==> config.mk <==
export PLATFORM = sky130hd
export DESIGN_NAME = imem_responder_flat
export DESIGN_NICKNAME = d
export VERILOG_FILES = /design/src/rtl/imem_responder_pkg.sv /design/src/rtl/imem_responder_if.sv /design/src/rtl/imem_byte_ram.sv /design/src/rtl/imem_responder.sv /design/src/flat_wrapper.sv
export SDC_FILE = /design/constraint.sdc
export NUM_CORES = 2
export LEC_CHECK = 0
export ABC_AREA = 1
export ABC_CLOCK_PERIOD_IN_PS = 3800
export BUFFER_PORTS_ARGS = -buffer_cell sky130_fd_sc_hd__buf_2
export CAP_MARGIN = 20
export CORE_UTILIZATION = 30
export CTS_BUF_LIST = sky130_fd_sc_hd__clkbuf_16
export DETAILED_ROUTE_END_ITERATION = 10
export SETUP_SLACK_MARGIN = 0.4
export SYNTH_ARGS = -nofsm -noshare
export SYNTH_HDL_FRONTEND = slang
export SYNTH_HIERARCHICAL = 1
export SYNTH_SLANG_ARGS = --single-unit
==> constraint.sdc <==
create_clock -name clk -period 3.8 [get_ports clk]
set_clock_uncertainty 0.2 [all_clocks]
set_input_delay 0.19 -clock clk [delete_from_list [all_inputs] [get_ports clk]]
set_output_delay 0.19 -clock clk [all_outputs]
set_load 0.01 [all_outputs]
==> src/rtl/imem_responder_pkg.sv <==
// Shared types for the Y86 instruction-memory responder.
// FSM encoding, fetch-window sizing and a byte-lane helper.
package imem_pkg;

    localparam int INSTR_BYTES = 10;
    localparam int INSTR_W = 8 * INSTR_BYTES;
    localparam int CNT_W = 4;

    typedef enum logic [1:0] {
        S_IDLE  = 2'd0,
        S_FETCH = 2'd1,
        S_RESP  = 2'd2
    } state_e;

    // Bit offset of byte lane idx inside a [0:INSTR_W-1] window.
    function automatic logic [6:0] byte_lsb(
        input logic [CNT_W-1:0] idx
    );
        return {idx, 3'b000};
    endfunction

endpackage

==> src/rtl/imem_responder_if.sv <==
// Fetch-side request/response bundle for imem_responder.
// master = fetch stage, slave = responder.
interface imem_responder_if
    import imem_pkg::*;
#(
    parameter int ADDR_W = 64
);

    logic              req_valid;
    logic              req_ready;
    logic [ADDR_W-1:0] req_pc;
    logic              rsp_valid;
    logic              rsp_ready;
    logic [0:INSTR_W-1] rsp_instr;
    logic              rsp_error;

    modport master (
        output req_valid,
        output req_pc,
        output rsp_ready,
        input  req_ready,
        input  rsp_valid,
        input  rsp_instr,
        input  rsp_error
    );

    modport slave (
        input  req_valid,
        input  req_pc,
        input  rsp_ready,
        output req_ready,
        output rsp_valid,
        output rsp_instr,
        output rsp_error
    );

endinterface

==> src/rtl/imem_byte_ram.sv <==
// Single-port byte RAM, synchronous write-first read.
// Contents are not reset.
module imem_byte_ram #(
    parameter int DEPTH = 256,
    parameter int AW = $clog2(DEPTH)
) (
    input  logic          clk,
    input  logic          i_we,
    input  logic [AW-1:0] i_addr,
    input  logic [7:0]    i_wdata,
    output logic [7:0]    o_rdata
);

    logic [7:0] r_mem [DEPTH];

    always_ff @(posedge clk) begin
        if (i_we) begin
            r_mem[i_addr] <= i_wdata;
            o_rdata <= i_wdata;
        end else begin
            o_rdata <= r_mem[i_addr];
        end
    end

endmodule

==> src/rtl/imem_responder.sv <==
// Y86 fetch responder: byte-serial 10-byte window read from a byte RAM.
// Define IMEM_WRAP_EN to wrap windows modulo MEM_BYTES (no error path).
module imem_responder
    import imem_pkg::*;
#(
    parameter int MEM_BYTES = 256,
    parameter int ADDR_W = 64
) (
    input  logic              clk,
    input  logic              rst_n,
    imem_responder_if.slave   bus,
    input  logic              wr_en,
    input  logic [ADDR_W-1:0] wr_addr,
    input  logic [7:0]        wr_data
);

    localparam int AW = $clog2(MEM_BYTES);
    localparam logic [CNT_W-1:0] LAST = CNT_W'(INSTR_BYTES - 1);

    state_e             r_state;
    logic               r_req_ready;
    logic               r_rsp_valid;
    logic               r_rsp_error;
    logic [0:INSTR_W-1] r_instr;
    logic [CNT_W-1:0]   r_cnt;
    logic [CNT_W-1:0]   r_idx;
    logic [AW-1:0]      r_pc;
    logic               r_pend;
    logic               r_all_issued;
    logic               r_oob;

    logic               w_oob;
    logic               w_issue;
    logic [AW-1:0]      w_rd_addr;
    logic [AW-1:0]      w_ram_addr;
    logic [7:0]         w_rdata;
    logic               w_unused;

`ifdef IMEM_WRAP_EN
    assign w_oob = 1'b0;
`else
    logic [ADDR_W:0] w_end;
    assign w_end = {1'b0, bus.req_pc}
                 + (ADDR_W+1)'(INSTR_BYTES);
    assign w_oob = w_end > (ADDR_W+1)'(MEM_BYTES);
`endif

    assign w_unused = ^{wr_addr[ADDR_W-1:AW],
                        bus.req_pc[ADDR_W-1:AW]};

    // Loader owns the port whenever it writes; fetch just waits.
    assign w_issue = (r_state == S_FETCH)
                   && !r_oob
                   && !r_all_issued
                   && !wr_en;

    assign w_rd_addr = r_pc + AW'(r_cnt);
    assign w_ram_addr = wr_en ? wr_addr[AW-1:0]
                              : w_rd_addr;

    imem_byte_ram #(
        .DEPTH (MEM_BYTES),
        .AW    (AW)
    ) u_ram (
        .clk     (clk),
        .i_we    (wr_en),
        .i_addr  (w_ram_addr),
        .i_wdata (wr_data),
        .o_rdata (w_rdata)
    );

    always_ff @(posedge clk or negedge rst_n) begin
        if (!rst_n) begin
            r_state      <= S_IDLE;
            r_req_ready  <= 1'b1;
            r_rsp_valid  <= 1'b0;
            r_rsp_error  <= 1'b0;
            r_instr      <= '0;
            r_cnt        <= '0;
            r_idx        <= '0;
            r_pc         <= '0;
            r_pend       <= 1'b0;
            r_all_issued <= 1'b0;
            r_oob        <= 1'b0;
        end else begin
            r_pend <= w_issue;
            if (w_issue) begin
                r_idx <= r_cnt;
                if (r_cnt == LAST) begin
                    r_all_issued <= 1'b1;
                end else begin
                    r_cnt <= r_cnt + 1'b1;
                end
            end
            unique case (r_state)
                S_IDLE: begin
                    if (bus.req_valid && r_req_ready) begin
                        r_pc         <= bus.req_pc[AW-1:0];
                        r_oob        <= w_oob;
                        r_cnt        <= '0;
                        r_all_issued <= 1'b0;
                        r_instr      <= '0;
                        r_rsp_error  <= 1'b0;
                        r_req_ready  <= 1'b0;
                        r_state      <= S_FETCH;
                    end
                end
                S_FETCH: begin
                    // Error windows skip the RAM and answer after a fixed settle cycle.
                    if (r_oob) begin
                        if (r_cnt == CNT_W'(1)) begin
                            r_rsp_valid <= 1'b1;
                            r_rsp_error <= 1'b1;
                            r_state     <= S_RESP;
                        end else begin
                            r_cnt <= r_cnt + 1'b1;
                        end
                    end else if (r_pend) begin
                        r_instr[byte_lsb(r_idx) +: 8] <= w_rdata;
                        if (r_idx == LAST) begin
                            r_rsp_valid <= 1'b1;
                            r_state     <= S_RESP;
                        end
                    end
                end
                S_RESP: begin
                    if (bus.rsp_ready) begin
                        r_rsp_valid <= 1'b0;
                        r_req_ready <= 1'b1;
                        r_state     <= S_IDLE;
                    end
                end
                default: begin
                    r_state <= S_IDLE;
                end
            endcase
        end
    end

    assign bus.req_ready = r_req_ready;
    assign bus.rsp_valid = r_rsp_valid;
    assign bus.rsp_instr = r_instr;
    assign bus.rsp_error = r_rsp_error;

endmodule

==> src/flat_wrapper.sv <==
// flat-port wrapper written by rule: the top's interface ports become plain ports
module imem_responder_flat import imem_pkg::*;
#(
    parameter int MEM_BYTES = 256,
    parameter int ADDR_W = 64
)
  (clk, rst_n, wr_en, wr_addr, wr_data, bus_req_valid, bus_req_pc, bus_rsp_ready, bus_req_ready, bus_rsp_valid, bus_rsp_instr, bus_rsp_error);
  imem_responder_if #(.ADDR_W(ADDR_W)) bus_i ();
  input  logic clk;
  input  logic rst_n;
  input  logic wr_en;
  input  logic [ADDR_W-1:0] wr_addr;
  input  logic [7:0] wr_data;
  input wire logic [$bits(bus_i.req_valid)-1:0] bus_req_valid;
  input wire logic [$bits(bus_i.req_pc)-1:0] bus_req_pc;
  input wire logic [$bits(bus_i.rsp_ready)-1:0] bus_rsp_ready;
  output wire logic [$bits(bus_i.req_ready)-1:0] bus_req_ready;
  output wire logic [$bits(bus_i.rsp_valid)-1:0] bus_rsp_valid;
  output wire logic [$bits(bus_i.rsp_instr)-1:0] bus_rsp_instr;
  output wire logic [$bits(bus_i.rsp_error)-1:0] bus_rsp_error;
  assign bus_i.req_valid = bus_req_valid;
  assign bus_i.req_pc = bus_req_pc;
  assign bus_i.rsp_ready = bus_rsp_ready;
  assign bus_req_ready = bus_i.req_ready;
  assign bus_rsp_valid = bus_i.rsp_valid;
  assign bus_rsp_instr = bus_i.rsp_instr;
  assign bus_rsp_error = bus_i.rsp_error;
  imem_responder #(.MEM_BYTES(MEM_BYTES), .ADDR_W(ADDR_W)) u_core (.clk(clk), .rst_n(rst_n), .bus(bus_i), .wr_en(wr_en), .wr_addr(wr_addr), .wr_data(wr_data));
endmodule
==> metrics <==
Layout Nets=8,725; total grt overflow=0; Vias per Instance=5.073; top post-synthesis cells by area=edfxtp_1, nand3_1, nand2_1; pwr dens=479.4 mW/mm²; Die Ht=550.9 µm; I/O pin total=224; commonest non-fill, non-tap cell in the layout=nand2_1; pre-CTS setup slack=-373.2 ps; PortBufs=167; cts bufs inserted=215; Clock Sinks=2,160; Area growth syn-to-layout=22.02%; DRT iter0 DRCs=7,652; via count=64,530; Tmin final=3538 ps; fin worst setup slack=261.5 ps; Die ar.=0.3035 mm²; first-pass GRT wire length=391,400 µm; remaining antenna violation count after routing=0; CTS max path bufs=3; routability cong.=0.9247; hpwl dp=162,100 µm; VDD IR-drop max=484.6 µV; Met1 Routed Length=112,300 µm; Hold WS=82.03 ps; Tcrit/Tclk final=93.12%; number of synthesized register bits=2,160; met3 wire length=21,930 µm; Yosys top cell by area=edfxtp_1; Yosys top cell area share=68.04%; fraction of registers with async set/reset=4.815%; relative slew slack=27.36%; Slew @ Worst Pin=1090 ps; Routed WL=274,400 µm; # setup viols final=0; crit path kind=flop to flop; Max Slew Vio Count=0; CTS H-tree depth=4; most frequent cells in the layout=nand2_1, edfxtp_1, nand3_1; Row Count=201; Syn Inst Count=8,038; RR Endpoint=u_core/u_ram/r_mem[2][7]$_DFFE_PP_; Distinct cells, synth=44; ys flop type=edfxtp_1; CTS tree=done; Worst Reg-to-Reg Cells=17; share of layout cells above drive strength 1=15.53%; crit-path max FO=8; reg-to-reg setup timing slack=260 ps; Ys Warns=6; CP startpoint kind=flop; MaxCap Viol Count=0; Net Count, Synth=8,190; buffer type at the clock tree root=clkbuf_16; Worst EP required=4140 ps; Post-synth EDFFs=2,048; Mapped Area=0.09038 mm²; First-pass DRT Iterations=6; register area share after synthesis=71.10%; RSZ-0062 raised after global routing=true; GRT Total Usage=17.07%; worst reg2reg startpoint=u_core/r_pc[2]$_DFFE_PN0P_; status=finished, final reports clean; largest net degree at the start of global routing=98; setup TNS=0 ps; Hold WC Path Type=input port to flop; Lkg Pwr=39.59 nW; CTS clk-pin slew, worst paths=60 ps; cell count after placement=12,140; CP endpoint kind=flop; CP startpoint=u_core/r_pc[2]$_DFFE_PN0P_; final non-filler cell total=12,720; per-cell routed wire length=21.57 µm; CP arrival=3880 ps; number of global-route vias before repair=61,280; Post-route DRC=0; Die X=550.9 µm; core region area=0.2998 mm²; initial antenna violation count=5; Post-Syn Area per Cell=11.24 µm²; met2 routed WL=128,700 µm; highest routed layer=met5; CP endpoint=u_core/u_ram/r_mem[2][7]$_DFFE_PP_; Fmax=0.2826 GHz; Clock Latency Late Sink=880 ps; Final Hold Vio Count=0; starting density of the core=30.15%
-- layout make-up --
cell class | count | area [µm²]
Multi-Input combinational cell | 5170 | 24410
Timing Repair Buffer | 804 | 8431
Inverter | 220 | 888.4
Clock inverter | 184 | 1812
Antenna cell | 3 | 7.507
Fill cell | 28790 | 189500
Timing Repair inverter | 2 | 22.52
Clock buffer | 219 | 5480
Tap cell | 3958 | 4952
Sequential cell | 2160 | 64280
-- state kept, by name, indices dropped and copies added, names as in the netlist, named ones only --
name                  flops
u_core/r_idx              4
u_core/bus.req_ready      1
u_core/r_state            2
u_core/bus.rsp_error      1
u_core/r_all_issued       1
u_core/r_pc               8
u_core/r_oob              1
u_core/bus.rsp_valid      1
u_core/r_cnt              4
u_core/r_pend             1
u_core/bus.rsp_instr     80
u_core/u_ram/r_mem     2048
-- layer usage --
metal	vias up	global-route usage, %
met4	4	6.684
met1	31870	22.77
met3	514	2.850
met2	2833	27.70
met5	-	0.1563
li1	29320	-
-- worst min-delay path by stage --
stage / from / end / slack [ps] / cells past startpoint
2_1_floorplan: rst_n / u_core/bus.rsp_error$_DFFE_PN0P_ / -310 / 0
3_3_place_gp: rst_n / u_core/bus.rsp_instr[41]$_DFFE_PN0P_ / 100 / 1
3_5_place_dp: rst_n / u_core/bus.rsp_instr[27]$_DFFE_PN0P_ / 120 / 1
4_1_cts: bus_req_pc[56] / u_core/r_oob$_DFFE_PN0P_ / 10 / 10
5_1_grt: bus_req_pc[56] / u_core/r_oob$_DFFE_PN0P_ / 120 / 10
6_report: bus_req_pc[56] / u_core/r_oob$_DFFE_PN0P_ / 80 / 10
-- critical path: stages, from the launching register on --
cell,delay [ps]
dfrtp_1,420
ha_4,300
nand2_2,50
nor2_2,110
a211oi_2,60
nor2_1,150
o21ai_1,120
or2_4,290
nor2_4,100
xnor2_2,140
o21ai_4,110
buf_6,160
buf_12,120
nor2_4,180
buf_8,180
nand2_8,100
buf_12,190
nor2_4,250
-- synthesized netlist by cell type, types with 2 or more instances --
cell         n
a21oi_1      7
a21oi_2      8
buf_1       40
buf_2      268
buf_4       46
buf_6       16
clkbuf_1   118
dfrtp_1    103
dfxtp_1      8
edfxtp_1  2048
ha_1        10
inv_1      210
inv_2        9
nand2_1   2419
nand2_2      7
nand3_1   2071
nand3_2      2
nand3_4      2
nand3b_1    11
nand4_1     23
nor2_1     429
nor2_2      10
nor2_4       5
nor2_8       4
nor3_1       8
nor3_2       2
o21ai_0     52
o21ai_1      6
o21bai_1     2
o22ai_1     67
o31ai_1      2
xnor2_1      4
xor2_1      10
-- timing repair --
item                                   in CTS  in global routing
hold buffers                               96                  0
pin swaps                                  49                 82
buffers inserted                            6                 39
gates resized for setup                   189                360
endpoints found under the hold margin    1579                  0
setup endpoints to repair                2123               1978
gates cloned                                7                 27
-- logic make-up after synthesis --
kind of cell	share of synthesized area (%)
fa+ha+maj	0.1606
buf+inv	3.655
xor+xnor	0.1357
simple gates	23.99
flops	71.10
compound gates	0.9593
-- through the flow --
step,instance area [µm²],total power (W),utilization [%]
6_report,110300,0.05288,36.79
5_1_grt,110300,0.05433,36.79
4_1_cts,107900,0.05276,35.99
3_5_place_dp,98630,0.03110,32.90
3_3_place_gp,98630,0.03106,32.90
2_1_floorplan,90460,0.02906,-
-- report_power, final --
part / total [W] / leakage [nW] / switching (W) / internal [W]
clock: 0.0217 / 3.67 / 0.00924 / 0.0125
sequential: 0.0261 / 19.5 / 0.0000311 / 0.0261
combinational: 0.00504 / 16.4 / 0.00358 / 0.00146
Note: power is estimated with default switching activity, not from simulation.
